==> config.mk <==
export PLATFORM = sky130hd
export DESIGN_NAME = uart_mem_loader
export DESIGN_NICKNAME = d
export VERILOG_FILES = /design/src/rtl/uart_pkg.sv /design/src/rtl/uart_rx_byte.sv /design/src/rtl/uart_mem_loader.sv
export SDC_FILE = /design/constraint.sdc
export NUM_CORES = 1
export LEC_CHECK = 0
export ABC_AREA = 1
export CAP_MARGIN = 20
export CELL_PAD_IN_SITES_DETAIL_PLACEMENT = 0
export CELL_PAD_IN_SITES_GLOBAL_PLACEMENT = 1
export CORE_UTILIZATION = 43
export CTS_BUF_LIST = sky130_fd_sc_hd__clkbuf_8 sky130_fd_sc_hd__clkbuf_16
export DETAILED_ROUTE_END_ITERATION = 16
export GPL_TIMING_DRIVEN = 0
export PLACE_DENSITY_LB_ADDON = 0.1
export SYNTH_ARGS = -nofsm -noshare
export SYNTH_HDL_FRONTEND = slang
export SYNTH_SLANG_ARGS = --single-unit
==> constraint.sdc <==
create_clock -name clk -period 2.5 [get_ports clk]
set_input_delay 0.5 -clock clk [delete_from_list [all_inputs] [get_ports clk]]
set_output_delay 0.5 -clock clk [all_outputs]
set_load 0.02 [all_outputs]
==> src/rtl/uart_pkg.sv <==
// Shared types and constants for the UART receive-side memory loader.
package uart_pkg;

  typedef enum logic [1:0] {
    IDLE  = 2'd0,
    START = 2'd1,
    DATA  = 2'd2,
    STOP  = 2'd3
  } rxState_e;

  localparam int unsigned DATA_BITS  = 8;
  localparam int unsigned BYTE_W     = 8;
  localparam int unsigned LANE_COUNT = 4;
  localparam int unsigned WORD_W     = LANE_COUNT * BYTE_W;

endpackage

==> src/rtl/uart_rx_byte.sv <==
// 8N1 byte receiver: input synchroniser, start/data/stop FSM and bit timer.
module uart_rx_byte
  import uart_pkg::*;
#(
  parameter int unsigned CLKS_PER_BIT = 434
) (
  input  logic              clk,
  input  logic              rst,
  input  logic              loadEn,
  input  logic              rxd,
  output logic [BYTE_W-1:0] rxByte,
  output logic              byteValid,
  output logic              frameErr
);

  localparam int unsigned TICK_W    = $clog2(CLKS_PER_BIT);
  localparam int unsigned BIT_IDX_W = $clog2(DATA_BITS);
  localparam logic [TICK_W-1:0]    HALF_TICK = TICK_W'(CLKS_PER_BIT / 2 - 1);
  localparam logic [TICK_W-1:0]    FULL_TICK = TICK_W'(CLKS_PER_BIT - 1);
  localparam logic [BIT_IDX_W-1:0] LAST_BIT  = BIT_IDX_W'(DATA_BITS - 1);

  rxState_e              state, stateNext;
  logic [TICK_W-1:0]     tick, tickNext;
  logic [BIT_IDX_W-1:0]  bitIdx, bitIdxNext;
  logic [BYTE_W-1:0]     shiftReg, shiftNext;
  logic                  byteValidNext, frameErrNext;
  logic                  rxdMeta, rxdS;

  // Two-flop synchroniser; idles high so reset never looks like a start bit
  always_ff @(posedge clk) begin
    if (!rst) begin
      rxdMeta <= 1'b1;
      rxdS    <= 1'b1;
    end else begin
      rxdMeta <= rxd;
      rxdS    <= rxdMeta;
    end
  end

  always_ff @(posedge clk) begin
    if (!rst) begin
      state     <= IDLE;
      tick      <= '0;
      bitIdx    <= '0;
      shiftReg  <= '0;
      byteValid <= 1'b0;
      frameErr  <= 1'b0;
    end else begin
      state     <= stateNext;
      tick      <= tickNext;
      bitIdx    <= bitIdxNext;
      shiftReg  <= shiftNext;
      byteValid <= byteValidNext;
      frameErr  <= frameErrNext;
    end
  end

  always_comb begin
    stateNext     = state;
    tickNext      = tick;
    bitIdxNext    = bitIdx;
    shiftNext     = shiftReg;
    byteValidNext = 1'b0;
    frameErrNext  = 1'b0;

    // Dropping loadEn abandons any frame in flight, even on its stop sample
    if (!loadEn) begin
      stateNext  = IDLE;
      tickNext   = '0;
      bitIdxNext = '0;
    end else begin
      unique case (state)
        IDLE: begin
          if (!rxdS) begin
            stateNext = START;
            tickNext  = '0;
          end
        end
        START: begin
          if (tick == HALF_TICK) begin
            tickNext = '0;
            if (rxdS) begin
              stateNext = IDLE;
            end else begin
              stateNext  = DATA;
              bitIdxNext = '0;
            end
          end else begin
            tickNext = tick + 1'b1;
          end
        end
        DATA: begin
          if (tick == FULL_TICK) begin
            tickNext          = '0;
            shiftNext[bitIdx] = rxdS;
            if (bitIdx == LAST_BIT) begin
              stateNext = STOP;
            end else begin
              bitIdxNext = bitIdx + 1'b1;
            end
          end else begin
            tickNext = tick + 1'b1;
          end
        end
        STOP: begin
          if (tick == FULL_TICK) begin
            tickNext  = '0;
            stateNext = IDLE;
            if (rxdS) begin
              byteValidNext = 1'b1;
            end else begin
              frameErrNext = 1'b1;
            end
          end else begin
            tickNext = tick + 1'b1;
          end
        end
        default: stateNext = IDLE;
      endcase
    end
  end

  assign rxByte = shiftReg;

endmodule

==> src/rtl/uart_mem_loader.sv <==
// Packs received UART bytes little-endian into words and writes them to data memory.
module uart_mem_loader
  import uart_pkg::*;
#(
  parameter int unsigned CLKS_PER_BIT = 434,
  parameter int unsigned ADDR_WIDTH   = 8
) (
  input  logic                  clk,
  input  logic                  rst,
  input  logic                  loadEn,
  input  logic                  rxd,
  output logic                  writeEn,
  output logic [31:0]           address,
  output logic [WORD_W-1:0]     dataIn,
  output logic                  byteValid,
  output logic                  frameErr,
  output logic [ADDR_WIDTH-1:0] wordCount
);

  localparam int unsigned       LANE_W    = $clog2(LANE_COUNT);
  localparam logic [LANE_W-1:0] LAST_LANE = LANE_W'(LANE_COUNT - 1);

  logic [BYTE_W-1:0]     rxByte;
  logic                  rxValid;
  logic                  rxErr;
  logic [LANE_W-1:0]     lane;
  logic [WORD_W-1:0]     wordBuf;
  logic [WORD_W-1:0]     wordNext;
  logic [ADDR_WIDTH-1:0] addrCnt;

  uart_rx_byte #(
    .CLKS_PER_BIT(CLKS_PER_BIT)
  ) rxByteInst (
    .clk      (clk),
    .rst      (rst),
    .loadEn   (loadEn),
    .rxd      (rxd),
    .rxByte   (rxByte),
    .byteValid(rxValid),
    .frameErr (rxErr)
  );

  // Current word with the incoming byte merged into its lane
  always_comb begin
    wordNext = wordBuf;
    wordNext[{lane, 3'b000} +: BYTE_W] = rxByte;
  end

  // Lane packing, write strobe and address/word counters
  always_ff @(posedge clk) begin
    if (!rst) begin
      lane      <= '0;
      wordBuf   <= '0;
      addrCnt   <= '0;
      writeEn   <= 1'b0;
      address   <= '0;
      dataIn    <= '0;
      wordCount <= '0;
    end else begin
      writeEn <= 1'b0;
      if (writeEn) begin
        addrCnt   <= addrCnt + 1'b1;
        wordCount <= wordCount + 1'b1;
        lane      <= '0;
      end
      if (!loadEn) begin
        lane <= '0;
      end else if (rxValid) begin
        wordBuf <= wordNext;
        if (lane == LAST_LANE) begin
          writeEn <= 1'b1;
          dataIn  <= wordNext;
          address <= 32'(addrCnt);
        end else begin
          lane <= lane + 1'b1;
        end
      end
    end
  end

  assign byteValid = rxValid;
  assign frameErr  = rxErr;

endmodule

==> results.cfg <==
[status]
status = completed

[sta]
clock.fmax_mhz = 477.0
relSlewSlack_pct = 61.47
setup_violations = 0
worst_slew_pin_slew_ps = 578.0
post-route-period-util_pct = 83.86
layout_min_cycle_time_ps = 2097
setup_tns_ps = 0
skew_ps = 15.35
slew_viol_final = 0
rsz0062_at_grt = false
hold_viol = 0

[power_and_ir_drop]
leakage_nw = 3.207
max-vdd-ir-drop_uv = 505.3
power_density_nw_per_um2 = 622.3

[synthesis]
synth_ff_type = dfxtp_1
synthCells = 759
synth_top_family_by_area = simple AND/OR/NAND/NOR gates
synth_xor_area_share_pct = 0.3162
synth-seq-area-share_pct = 42.29
synth-seq-cells = 117
synth_compound_area_share_pct = 17.42
synth_edf_count = 0
synth_top_area_share_pct = 42.29
ys_types = 34
yosysMostFrequentCell = inv_1
yosys.area.top_type = dfxtp_1
ys_warn_count = 0
synth-simple-area-share_pct = 20.80
syn-cell-area_um2 = 5539
netlist_top_cells_count = inv_1, dfxtp_1, nand2_1
async_reset_ff_share_pct = 0
synth_adder_area_share_pct = 4.066
synth.area.top_cells = dfxtp_1, inv_1, nand2_1
muxShareOfSynthArea_pct = 0
postSynthAreaPerCell_um2 = 7.298

[placement]
port_buffers = 53
gp_congestion = 0.7984
dp_hpwl_um = 9775
place_inst = 1007

[die]
rows = 41
die_w_um = 115.5
start_util_pct = 44.07
die_area_um2 = 13340
die_h_um = 115.5
core_um2 = 12570
boundaryPins = 79

[detailed_routing]
vias_per_cell = 4.813
vias = 5001
drtAntennaViolNets = 0
route.detailed.drc = 0
drt_pass1_iterations = 4
first_iter_violations = 231
avgRoutedWirePerCell_um = 12.94
routed_wirelength_um = 13450

[grt]
grt_max_degree = 17
grt-ovfl-total = 0
grt_pass1_vias = 4666
track_usage_pct = 21.52
grt_antenna_before_repair = 0
grt_pass1_wl_um = 22160

[job]
cap_violations = 0

[clock_tree]
cts_buffer_depth = 2
clockRootBuffer = clkbuf_16
clk_pin_slew_ps = 50
cts_tree = yes
clk_latency_ps = 410
htree_num_levels = 4
cts_resized = 0
clock_sinks = 117
cts_inserted_buffers = 17
post-cts-setup-buffers = 0
cts_hold_buf = 0

[setup_path]
max_stage_delay_ps = 400
cp-start-kind = register
setup.worst_path.start = lane[0]
worstPathArrival_ps = 2450
rrSetupSlack_ps = 400
r2r-start = lane[0]
critical_path.max_fanout = 10
cp-end-kind = register
critical_path_required_ps = 2850
crit_slowest_cell = ha_1
crit_chain = buf_2 -> inv_1 -> ha_1 -> nor2_1 -> nand4_1 -> o21ai_0 -> o21ai_0 -> inv_1
crit_buf_inv = 3
worstSetupPathType = register to register
crit_family = simple AND/OR/NAND/NOR gates

[final_layout]
nNetsFinal = 876
syn2layout_area_growth_pct = 25.30
fin_cells = 1039
num_antenna_cells = 0
drive_above_1_share_pct = 11.42

[worst_hold_path]
min_path_type = register to register
min_from = rxByteInst.rxdMeta
-- area by class of cell --
class / count / area [µm²]
buffer: 62 / 364.1
inverter: 125 / 469.2
timing repair buffer: 53 / 530.5
sequential: 117 / 2342
tap: 172 / 215.2
fill: 1274 / 5628
clock buffer: 19 / 452.9
multi-input combinational: 478 / 2450
clock inverter: 13 / 116.4
-- stage by stage --
stage               power [W]  utilization, %  setup WS (ps)  instance area [µm²]  hold slack (ps)
floorplan            0.002023               -          803.5                 5625            392.5
global placement     0.002050           50.69          338.0                 6371            395.2
detailed placement   0.002051           50.69          311.6                 6371            398.1
CTS                  0.004366           55.22          416.5                 6940            412.5
global route         0.004469           55.22          168.4                 6940            425.0
finish               0.004319           55.22          403.5                 6940            410.2
-- cell usage in the layout (no fill, tap or decap), types with 18 or more instances in the layout --
cell type / synthesis / final
inv_1: 120 / 123
dfxtp_1: 117 / 117
nand2_1: 110 / 110
o21ai_0: 77 / 77
nor2_1: 59 / 59
a21oi_1: 57 / 57
clkdlybuf4s50_1: 0 / 53
nand3_1: 39 / 39
buf_4: 25 / 25
o22ai_1: 24 / 24
conb_1: 1 / 24
buf_2: 22 / 22
nand4_1: 19 / 19
o21bai_1: 18 / 18
ha_1: 18 / 18
-- path summary, 6_finish.rpt --
check	to	cells after the start
max	wordBuf[0]	8
min	rxByteInst.rxdS	1
max reg2reg	wordBuf[0]	8
min reg2reg	rxByteInst.rxdS	1
-- registers in the layout (all words and copies together) (netlist names), named ones only --
signal,flops
addrCnt,8
address,8
dataIn,32
lane,2
rxByteInst.bitIdx,3
rxByteInst.byteValid,1
rxByteInst.frameErr,1
rxByteInst.rxByte,8
rxByteInst.rxdMeta,1
rxByteInst.rxdS,1
rxByteInst.state,1
rxByteInst.tick,9
wordBuf,32
wordCount,8
writeEn,1
-- worst register-to-register path, delay by kind of cell (launching register included) --
kind / cells / cell delay, ps
simple gates: 2 / 530
buf+inv: 3 / 450
fa+ha+maj: 1 / 400
flops: 1 / 380
compound gates: 2 / 290
-- power by group --
part | total [W] | internal [W] | switching (W) | leakage (nW)
clock network | 0.00231 | 0.00149 | 0.000813 | 0.292
registers | 0.00187 | 0.00187 | 0.00000224 | 0.942
logic | 0.000141 | 0.0000450 | 0.0000964 | 1.97
-- per-layer routing --
| layer | track usage [%] | share of wire, % | up-vias |
|---|---|---|---|
| met1 | 27.20 | 47 | 2301 |
| met2 | 35.81 | 49 | 92 |
| met5 | 0 | 0 | - |
| met3 | 5.282 | 3.7 | 8 |
| li1 | - | - | 2600 |
| met4 | 7.359 | 0.91 | 0 |
-- logic make-up after synthesis --
group           after synthesis
xor+xnor                      2
other cells                   1
fa+ha+maj                    18
flops                       117
simple gates                257
buf+inv                     187
compound gates              177
(Power assumes the default switching activity.)
